### config.mk
export PLATFORM = sky130hd
export DESIGN_NAME = pool_stream_ctrl
export DESIGN_NICKNAME = d
export VERILOG_FILES = /design/src/rtl/pool_pkg.sv /design/src/rtl/pool_acc_bank.sv /design/src/rtl/pool_stream_ctrl.sv
export SDC_FILE = /design/constraint.sdc
export NUM_CORES = 1
export LEC_CHECK = 0
export ABC_AREA = 1
export CORE_MARGIN = 2
export CORE_UTILIZATION = 60
export DETAILED_ROUTE_END_ITERATION = 7
export HOLD_SLACK_MARGIN = 0.02
export PLACE_DENSITY = 0.8
export SLEW_MARGIN = 20
export SYNTH_ARGS = -nofsm -noshare
export SYNTH_HDL_FRONTEND = slang
export SYNTH_SLANG_ARGS = --single-unit
### constraint.sdc
create_clock -name clk -period 4.35 [get_ports clk]
set_input_delay 0.435 -clock clk [delete_from_list [all_inputs] [get_ports clk]]
set_output_delay 0.435 -clock clk [all_outputs]
set_load 0.05 [all_outputs]
### src/rtl/pool_pkg.sv
// Shared types and helpers for the streaming max-pool controller.
package pool_pkg;

  typedef enum logic [1:0] {
    IDLE = 2'd0,
    RUN  = 2'd1,
    DONE = 2'd2
  } state_e;

  // Widest pixel the signed compare helper handles; callers sign-extend into it.
  localparam int MAX_W = 64;

  function automatic int out_size(input int in_size, input int pool);
    return in_size / pool;
  endfunction

  function automatic int edge_len(input int in_size, input int pool);
    return (in_size / pool) * pool;
  endfunction

  function automatic logic signed [MAX_W-1:0] smax(input logic signed [MAX_W-1:0] a,
                                                   input logic signed [MAX_W-1:0] b);
    return (b > a) ? b : a;
  endfunction

endpackage

### src/rtl/pool_acc_bank.sv
// Per-output-column running-max accumulators; exposes the value a write would store.
module pool_acc_bank
  import pool_pkg::*;
#(
  parameter int DATA_W = 32,
  parameter int K_W    = 3
) (
  input  logic              clk,
  input  logic              rst_n,
  input  logic              wr_en,
  input  logic              load,
  input  logic [K_W-1:0]    k,
  input  logic [DATA_W-1:0] din,
  output logic [DATA_W-1:0] merged
);

  // Entries past the last full window column exist only so k indexes exactly; they are never written.
  localparam int ENTRIES = 2 ** K_W;

  logic [DATA_W-1:0] acc_r [ENTRIES];

  // First pixel of a window loads, later pixels fold in with a signed max.
  always_comb begin
    merged = din;
    if (load) begin
      merged = din;
    end else begin
      merged = DATA_W'(smax(MAX_W'(signed'(acc_r[k])), MAX_W'(signed'(din))));
    end
  end

  // Accumulator storage.
  always_ff @(posedge clk or negedge rst_n) begin
    if (!rst_n) begin
      for (int i = 0; i < ENTRIES; i++) begin
        acc_r[i] <= '0;
      end
    end else if (wr_en) begin
      acc_r[k] <= merged;
    end
  end

endmodule

### src/rtl/pool_stream_ctrl.sv
// Streaming max-pool sequencer: raster pixels in, raster pooled maxima out, one frame per start.
module pool_stream_ctrl
  import pool_pkg::*;
#(
  parameter int INPUT_SIZE = 8,
  parameter int POOL_SIZE  = 2,
  parameter int DATA_W     = 32
) (
  input  logic              clk,
  input  logic              rst_n,
  input  logic              start,
  output logic              busy,
  output logic              done,
  input  logic              in_valid,
  output logic              in_ready,
  input  logic [DATA_W-1:0] in_data,
  output logic              out_valid,
  input  logic              out_ready,
  output logic [DATA_W-1:0] out_data,
  output logic              out_last
);

  localparam int OUT_SIZE = out_size(INPUT_SIZE, POOL_SIZE);
  localparam int TOTAL    = INPUT_SIZE * INPUT_SIZE;
  localparam int C_W      = (INPUT_SIZE > 1) ? $clog2(INPUT_SIZE) : 1;
  localparam int P_W      = (POOL_SIZE > 1) ? $clog2(POOL_SIZE) : 1;
  localparam int K_W      = $clog2(OUT_SIZE + 1);
  localparam int N_W      = $clog2(TOTAL + 1);

  localparam logic [C_W-1:0] C_LAST  = C_W'(INPUT_SIZE - 1);
  localparam logic [P_W-1:0] P_LAST  = P_W'(POOL_SIZE - 1);
  localparam logic [K_W-1:0] K_LIM   = K_W'(OUT_SIZE);
  localparam logic [K_W-1:0] K_LAST  = K_W'(OUT_SIZE - 1);
  localparam logic [N_W-1:0] N_TOTAL = N_W'(TOTAL);

  state_e            state_r, state_nx_s;
  logic [C_W-1:0]    c_r;
  logic [P_W-1:0]    pr_r, pc_r;
  logic [K_W-1:0]    kr_r, kc_r;
  logic [N_W-1:0]    cnt_r;
  logic              out_valid_r, out_last_r;
  logic [DATA_W-1:0] out_data_r, merged_s;
  logic              all_in_s, accept_s, in_edge_s, win_first_s, win_end_s, frame_last_s;

  // Window position is tracked as block index (kr/kc) plus offset inside the block (pr/pc).
  assign all_in_s     = (cnt_r == N_TOTAL);
  assign in_ready     = (state_r == RUN) && !all_in_s && (!out_valid_r || out_ready);
  assign accept_s     = in_valid && in_ready;
  assign in_edge_s    = (kr_r < K_LIM) && (kc_r < K_LIM);
  assign win_first_s  = (pr_r == '0) && (pc_r == '0);
  assign win_end_s    = (pr_r == P_LAST) && (pc_r == P_LAST);
  assign frame_last_s = (kr_r == K_LAST) && (kc_r == K_LAST);

  assign busy      = (state_r == RUN);
  assign done      = (state_r == DONE);
  assign out_valid = out_valid_r;
  assign out_data  = out_data_r;
  assign out_last  = out_last_r;

  pool_acc_bank #(
    .DATA_W (DATA_W),
    .K_W    (K_W)
  ) u_acc (
    .clk    (clk),
    .rst_n  (rst_n),
    .wr_en  (accept_s && in_edge_s),
    .load   (win_first_s),
    .k      (kc_r),
    .din    (in_data),
    .merged (merged_s)
  );

  // State register.
  always_ff @(posedge clk or negedge rst_n) begin
    if (!rst_n) begin
      state_r <= IDLE;
    end else begin
      state_r <= state_nx_s;
    end
  end

  // Next-state: the frame ends once every pixel is in and no result is left pending.
  always_comb begin
    state_nx_s = state_r;
    case (state_r)
      IDLE: begin
        if (start) begin
          state_nx_s = RUN;
        end else begin
          state_nx_s = IDLE;
        end
      end
      RUN: begin
        if (all_in_s && (!out_valid_r || out_ready)) begin
          state_nx_s = DONE;
        end else begin
          state_nx_s = RUN;
        end
      end
      DONE:    state_nx_s = IDLE;
      default: state_nx_s = IDLE;
    endcase
  end

  // Raster position counters.
  always_ff @(posedge clk or negedge rst_n) begin
    if (!rst_n) begin
      c_r <= '0; pr_r <= '0; pc_r <= '0; kr_r <= '0; kc_r <= '0; cnt_r <= '0;
    end else if ((state_r == IDLE) && start) begin
      c_r <= '0; pr_r <= '0; pc_r <= '0; kr_r <= '0; kc_r <= '0; cnt_r <= '0;
    end else if (accept_s) begin
      cnt_r <= cnt_r + N_W'(1);
      if (c_r == C_LAST) begin
        c_r  <= '0;
        pc_r <= '0;
        kc_r <= '0;
        pr_r <= (pr_r == P_LAST) ? '0 : pr_r + P_W'(1);
        if (pr_r == P_LAST) begin
          kr_r <= kr_r + K_W'(1);
        end
      end else begin
        c_r  <= c_r + C_W'(1);
        pc_r <= (pc_r == P_LAST) ? '0 : pc_r + P_W'(1);
        if (pc_r == P_LAST) begin
          kc_r <= kc_r + K_W'(1);
        end
      end
    end
  end

  // Result register: a completing window may replace a result handshaking this same cycle.
  always_ff @(posedge clk or negedge rst_n) begin
    if (!rst_n) begin
      out_valid_r <= 1'b0;
      out_data_r  <= '0;
      out_last_r  <= 1'b0;
    end else if (accept_s && in_edge_s && win_end_s) begin
      out_valid_r <= 1'b1;
      out_data_r  <= merged_s;
      out_last_r  <= frame_last_s;
    end else if (out_ready) begin
      out_valid_r <= 1'b0;
      out_last_r  <= 1'b0;
    end
  end

endmodule

After elaboration in Yosys (flattened, before gate mapping)
Cells that the tools add are included.
- input bits: 37
- register bits after elaboration: 310
- logic and storage cells: 97
- add/sub/neg operators: 6
- muxes and demuxes: 35
- reductions and logical operators: 24
- magnitude comparators: 5
- equal/unequal tests: 6
- bitwise gates (word level): 3
- operators with widths (operator ; count):
    $bwmux W256 ; 1
    $mux W32 ; 5
    $bmux W32 S3 ; 1
    $demux W32 S3 ; 1
    $mux W3 ; 11
    $gt A32 B32 Y1 ; 1
    $mux W7 ; 2
    $logic_and A1 B1 Y1 ; 12
    $mux W1 ; 12
    $add A3 B1 Y3 const B ; 3
    $reduce_bool A2 Y1 ; 4
    $add A7 B1 Y7 const B ; 1
    $eq A7 B7 Y1 const B ; 1
    $eq A3 B2 Y1 const B ; 2
    $lt A3 B3 Y1 const B ; 2
    $ge A4 B4 Y1 const B ; 1
    $lt A4 B1 Y1 const B ; 1
    $not A3 Y4 ; 1
    $pmux W2 S2 ; 1
    $reduce_and A2 Y1 ; 2
    $eq A3 B3 Y1 const B ; 1
    $reduce_and A3 Y1 ; 1
    $reduce_bool A3 Y1 ; 1
    $add A1 B1 Y1 const B ; 2
    7 further kinds ; 9

Depth between registers and ports, before layout
- depth in word-level cells: 8
- depth in mapped cells: 28
- depth with buffers taken out: 26

Hierarchy
A second synthesis with hierarchy kept.
- cell total of the unflattened synthesis: 2029
- area, all modules: 15987.8 um^2
- by module, submodules not included (module ; sequential area each (um^2) ; area an instance (um^2) ; cells each ; instances):
    pool_acc_bank ; 6406.1 ; 13479.2 ; 1737 ; 1
    pool_stream_ctrl ; 1351.3 ; 2508.7 ; 292 ; 1

Worst setup path after synthesis
No wires, ideal clock.
- kind: register to register
- from: reg kc_r[0]
- to: reg u_acc.acc_r[149] in the netlist's numbering
- arrival time: 3.011 ns
- library setup time: 0.118 ns
- buffers on the path: 2
- required time: 4.232 ns
- stages on the path, launching flop included: 22
- slack: 1.220 ns
- period minus slack after synthesis: 3.130 ns
- path through: dfrtp_1 -> nor3_2 -> clkbuf_1 -> a22o_1 -> a21oi_1 -> nand4_1 -> inv_2 -> ha_1 -> nand2_1 -> nor2_1 -> nand2_1 -> nor4_2 -> nand2_1 -> nand2_1 -> nand2_1 -> nand2_1 -> nand2_1 -> nand2_1 -> buf_4 -> nand2_2 -> nand3_1 -> nand2_1
- cells in the longest elaborated chain, start to end: 8
- elaborated cells on any way between the ends: 16
- those cells by class: order compare: 4; mux: 8; bitwise: 1; reduce/logical: 3
- ends and longest elaborated chain (item ; line ; source):
    from (decl) ; pool_stream_ctrl.sv:39 ; logic [K_W-1:0] kr_r, kc_r;
    from (signal assigned) ; pool_stream_ctrl.sv:125 ; kc_r <= kc_r + K_W'(1);
    $not A3 Y4 (not written as such) ; pool_acc_bank.sv:28, pool_acc_bank.sv:39 ;
    $bmux W32 S3 ; pool_acc_bank.sv:28 ; merged = DATA_W'(smax(MAX_W'(signed'(acc_r[k])), MAX_W'(signed'(din))));
    $mux W32 (not written as such) (2 in series) ; pool_acc_bank.sv:28 ;
    $gt A32 B32 Y1 ; pool_pkg.sv:23 ; return (b > a) ? b : a;
    $mux W32 ; pool_pkg.sv:23 ;
    $mux W32 ; pool_acc_bank.sv:25 ; if (load) begin
    $bwmux W256 ; pool_acc_bank.sv:39 ; acc_r[k] <= merged;
    to (signal, indexed assignment) ; pool_acc_bank.sv:39 ;
    to (decl) ; pool_acc_bank.sv:20 ; logic [DATA_W-1:0] acc_r [ENTRIES];
Parallel ways exist; a longest one is shown, timed or not. The select of a mux whose other input is x is not followed.
A chain may end at the register's enable or synchronous reset.

Worst setup path after layout
- from: reg kc_r[0]
- to: reg u_acc.acc_r[255] in the netlist's numbering
The elaborated chain is that of the path after synthesis.

==> summary.txt <==
Setup path
  – Startpoint of the most critical register-to-register path: kc_r[0]$_DFFE_PN0P_
  – Crit Reg-Reg Endpoint: u_acc.acc_r[255]$_DFFE_PN0P_
  – Endpoint arrival time on the critical path: 4.51 ns
  – Slowest-stage cell, CP: sky130_fd_sc_hd__dfrtp_1
  – Startpoint class of the critical path: flop
  – Cell seen most often among critical-path stages: sky130_fd_sc_hd__nand2_1
  – Crit-path cells: nand3_2, inv_2, a22oi_1, nand4_1, inv_2, ha_1, nand2_1, nor2_1, nand2_1, nor4_2, nand2_1, nand2_1, nand2_1, nand2_1, nand2_1, nand2_1, buf_4, nand2_1, nand3_1, nand2_1
  – Number of cells on the critical path: 20
  – Register-to-register setup slack: 0.28 ns
  – R2r worst-path depth: 20
  – CP Max Fanout: 24
  – Count of buffer and inverter cells on the critical path: 3
  – Delay of the slowest cell on the worst path: 0.58 ns
  – Kind of cell with the highest combined delay on the critical path: simple AND/OR/NAND/NOR gates
  – CP Launch Point: kc_r[0]$_DFFE_PN0P_
  – Setup Crit Path Kind: flop to flop
  – Kind of end point of the critical path: flop
  – CP required: 4.80 ns

Synth
  – Cells after synthesis: 1580
  – Sequential-to-total area share from yosys stat: 56.3%
  – Count leader, synth: sky130_fd_sc_hd__nand2_1
  – Most frequently used flop master after synthesis: sky130_fd_sc_hd__dfrtp_1
  – Net count after synthesis: 1657
  – Yosys top cell by area: sky130_fd_sc_hd__dfrtp_1
  – Number of warnings reported in the yosys synthesis log: 0
  – Top post-synthesis cells by area: sky130_fd_sc_hd__dfrtp_1 (56%), sky130_fd_sc_hd__nand2_1 (13%), sky130_fd_sc_hd__nand3_1 (7.9%), sky130_fd_sc_hd__clkbuf_1 (4.3%), sky130_fd_sc_hd__ha_1 (3.6%)
  – Yosys top cell area share: 56.3%
  – Synth async-reset ratio: 100%
  – Post-synth EDFFs: 0
  – Mapped cell area: 0.0138 mm^2
  – Yosys reg bits: 310
  – Distinct cell type count after synthesis: 33
  – Mean post-synth cell area: 8.73 um^2
  – Most instantiated cells after synthesis: sky130_fd_sc_hd__nand2_1 (494), sky130_fd_sc_hd__dfrtp_1 (310), sky130_fd_sc_hd__nand3_1 (219), sky130_fd_sc_hd__clkbuf_1 (158), sky130_fd_sc_hd__inv_1 (74)

Global route
  – GR Layer Usage met2: 46.6%
  – Pin count of the biggest net entering global routing: 127
  – Global-route wire length before repair: 58200 um
  – GRT Max-Usage Layer: met2
  – Grt met1 use: 45.2%
  – Total overflow reported by the global router: 0
  – Overall fraction of global-route tracks in use: 30.6%
  – M3 GR Usage: 5.67%
  – Initial antenna violation count: 0
  – Via count of the first global-routing pass: 10900

CTS
  – Clock latency on the worst-skew pair: 0.56 ns
  – CTS tree: built
  – Max clock buf depth: 3
  – Clock-pin transition on the worst setup and hold timing paths: 0.07 ns
  – Maximum level of the CTS H-tree: 1
  – Clk root buf: sky130_fd_sc_hd__clkbuf_16
  – Number of buffers inserted during clock tree synthesis: 30
  – Number of clock sinks seen by CTS: 310

Drt
  – Total Routed Length: 36000 um
  – Vias after detailed routing: 10800
  – Number of DRC violations after detailed routing: 0
  – Number of nets with antenna violations after detailed routing: 0
  – DR vias/cell: 5.90
  – Number of design-rule violations left by the first detailed-router iteration: 1252
  – First-pass iteration count of the detailed router: 5
  – Avg WL per Cell: 19.6 um

Floorplan
  – # rows: 55
  – Placeable core area: 0.0226 mm^2
  – Chip width: 156 um
  – Boundary Pins: 74
  – Starting density of the core: 61.1%
  – Die height: 156 um
  – Die outline area: 0.0242 mm^2

Final layout
  – Fraction of final layout cells with drive strength greater than 1: 8.90%
  – Antenna cells: 0
  – Area of all placed cells without fillers: 0.0155 mm^2
  – Final layout net count: 1606
  – Layout overhead on the synthesized area: 12.6%

Power
  – LEAKAGE: 0.00805 uW
  – Worst ir drop on vdd: 0.445 mV
  – Power per unit of standard cell area: 767 mW/mm^2

Status
  – Status: complete, no violations

Timing
  – Maximum operating frequency: 246 MHz
  – Post-layout min period: 4.07 ns
  – Post-route fraction of the period consumed by the critical path: 93.5%
  – Total count of hold-check failures in the final report: 0
  – Pin slew with the least headroom to its limit: 1.03 ns
  – Setup Skew: 0.0118 ns
  – Final max-slew violation count: 0
  – Final sum of negative setup slack: 0 ns
  – Final setup violation count: 0
  – Unrepaired setup endpoints after global routing: no
  – Worst slew margin: 31.4%

Place
  – Total placed instance area: 0.0145 mm^2
  – Final HPWL DP: 21600 um
  – PortBufs: 73
  – Placer congestion estimate: 0.885

Flow run
  – Max Cap Violations: 0

Min path
  – Endpoint, Worst Hold: u_acc.acc_r[61]$_DFFE_PN0P_
  – Hold_sp: u_acc.acc_r[61]$_DFFE_PN0P_
  – Type of the worst min-delay path: flop to flop
  – Hold Path Cell Cnt: 0
through the flow:
stage | setup WS (ns) | total power [uW] | instances | utilization, % | hold slack (ns)
after CTS | 0.329 | 11800 | 1836 | 68.7 | 0.379
after detailed placement | 0.430 | 9070 | 1781 | 64.2 | 0.366
after floorplan | 1.22 | 7450 | 1580 | - | 0.139
final | 0.284 | 11900 | 1836 | 68.8 | 0.375
after global placement | 0.451 | 8930 | 1781 | 64.2 | 0.365
after global routing | 0.0267 | 12600 | 1836 | 68.8 | 0.386
where the power goes:
part	switching [uW]	internal, uW	total [uW]
registers	472	3630	4100
logic	3530	1560	5090
clock network	1110	1620	2730
how the worst max path moves through the flow:
| stage | slack, ns | end |
|---|---|---|
| finish | 0.28 | u_acc.acc_r[255]$_DFFE_PN0P_ |
| global route | 0.03 | u_acc.acc_r[159]$_DFFE_PN0P_ |
| CTS | 0.33 | u_acc.acc_r[255]$_DFFE_PN0P_ |
| detailed placement | 0.43 | out_data[1]$_DFFE_PN0P_ |
| global placement | 0.45 | u_acc.acc_r[191]$_DFFE_PN0P_ |
| floorplan | 1.22 | u_acc.acc_r[149]$_DFFE_PN0P_ |
layout by cell type, fill, tap and decap left out, types with 14 or more instances in the layout:
master / instances
sky130_fd_sc_hd__nand2_1: 494
sky130_fd_sc_hd__a22o_1: 15
sky130_fd_sc_hd__clkdlybuf4s50_1: 72
sky130_fd_sc_hd__dfrtp_1: 309
sky130_fd_sc_hd__clkbuf_16: 31
sky130_fd_sc_hd__a22oi_1: 38
sky130_fd_sc_hd__ha_1: 40
sky130_fd_sc_hd__nand4_1: 26
sky130_fd_sc_hd__o21ai_0: 14
sky130_fd_sc_hd__inv_2: 35
sky130_fd_sc_hd__buf_4: 25
sky130_fd_sc_hd__nor2_1: 28
sky130_fd_sc_hd__inv_1: 74
sky130_fd_sc_hd__nand3_1: 219
sky130_fd_sc_hd__a221oi_1: 25
sky130_fd_sc_hd__a21oi_1: 31
layout make-up:
| type | count | area (um^2) |
|---|---|---|
| Clock buffer | 43 | 871 |
| Fill cell | 1719 | 7050 |
| Tap cell | 285 | 357 |
| Multi-Input combinational cell | 967 | 4860 |
| Timing Repair Buffer | 107 | 1090 |
| Inverter | 113 | 427 |
| Sequential cell | 310 | 7760 |
| Clock inverter | 11 | 155 |
registers in the layout, summed over array words and instances, names as in the netlist:
signal,flops
out_valid,1
cnt_r,7
pc_r,1
out_data,32
out_last,1
state_r,2
kc_r,3
kr_r,3
c_r,3
pr_r,1
u_acc.acc_r,256
metal layers:
metal  vias up  wire (um)
met2       605      16300
met5         -          0
met1      5131      15100
li1       4987          -
met4         0       1170
met3       108       3510
repair_timing:
action / 4_1_cts / 5_1_grt
hold buffers: 1 / 0
hold endpoints to repair: 4 / 0
gates resized for setup: 0 / 3
setup buffers: 0 / 0
setup endpoints to repair: 0 / 3
cells by family (layout without fill, tap and decap cells):
logic type,count (synthesis),count (layout),share of synthesized area (%)
compound gates,132,132,6.75
fa+ha+maj,40,40,3.63
buf+inv,303,274,8.59
flops,310,310,56.3
simple gates,795,795,24.8
worst register-to-register path: cells and delay by family, from the launching register on:
family,cells,cell delay (ns)
adders and majority gates,1,0.35
DFF,1,0.58
AOI/OAI and AO/OA,1,0.21
and+or+nand+nor,15,1.92
buffers and inverters,3,0.89
Note: power is estimated with default switching activity, not from simulation.
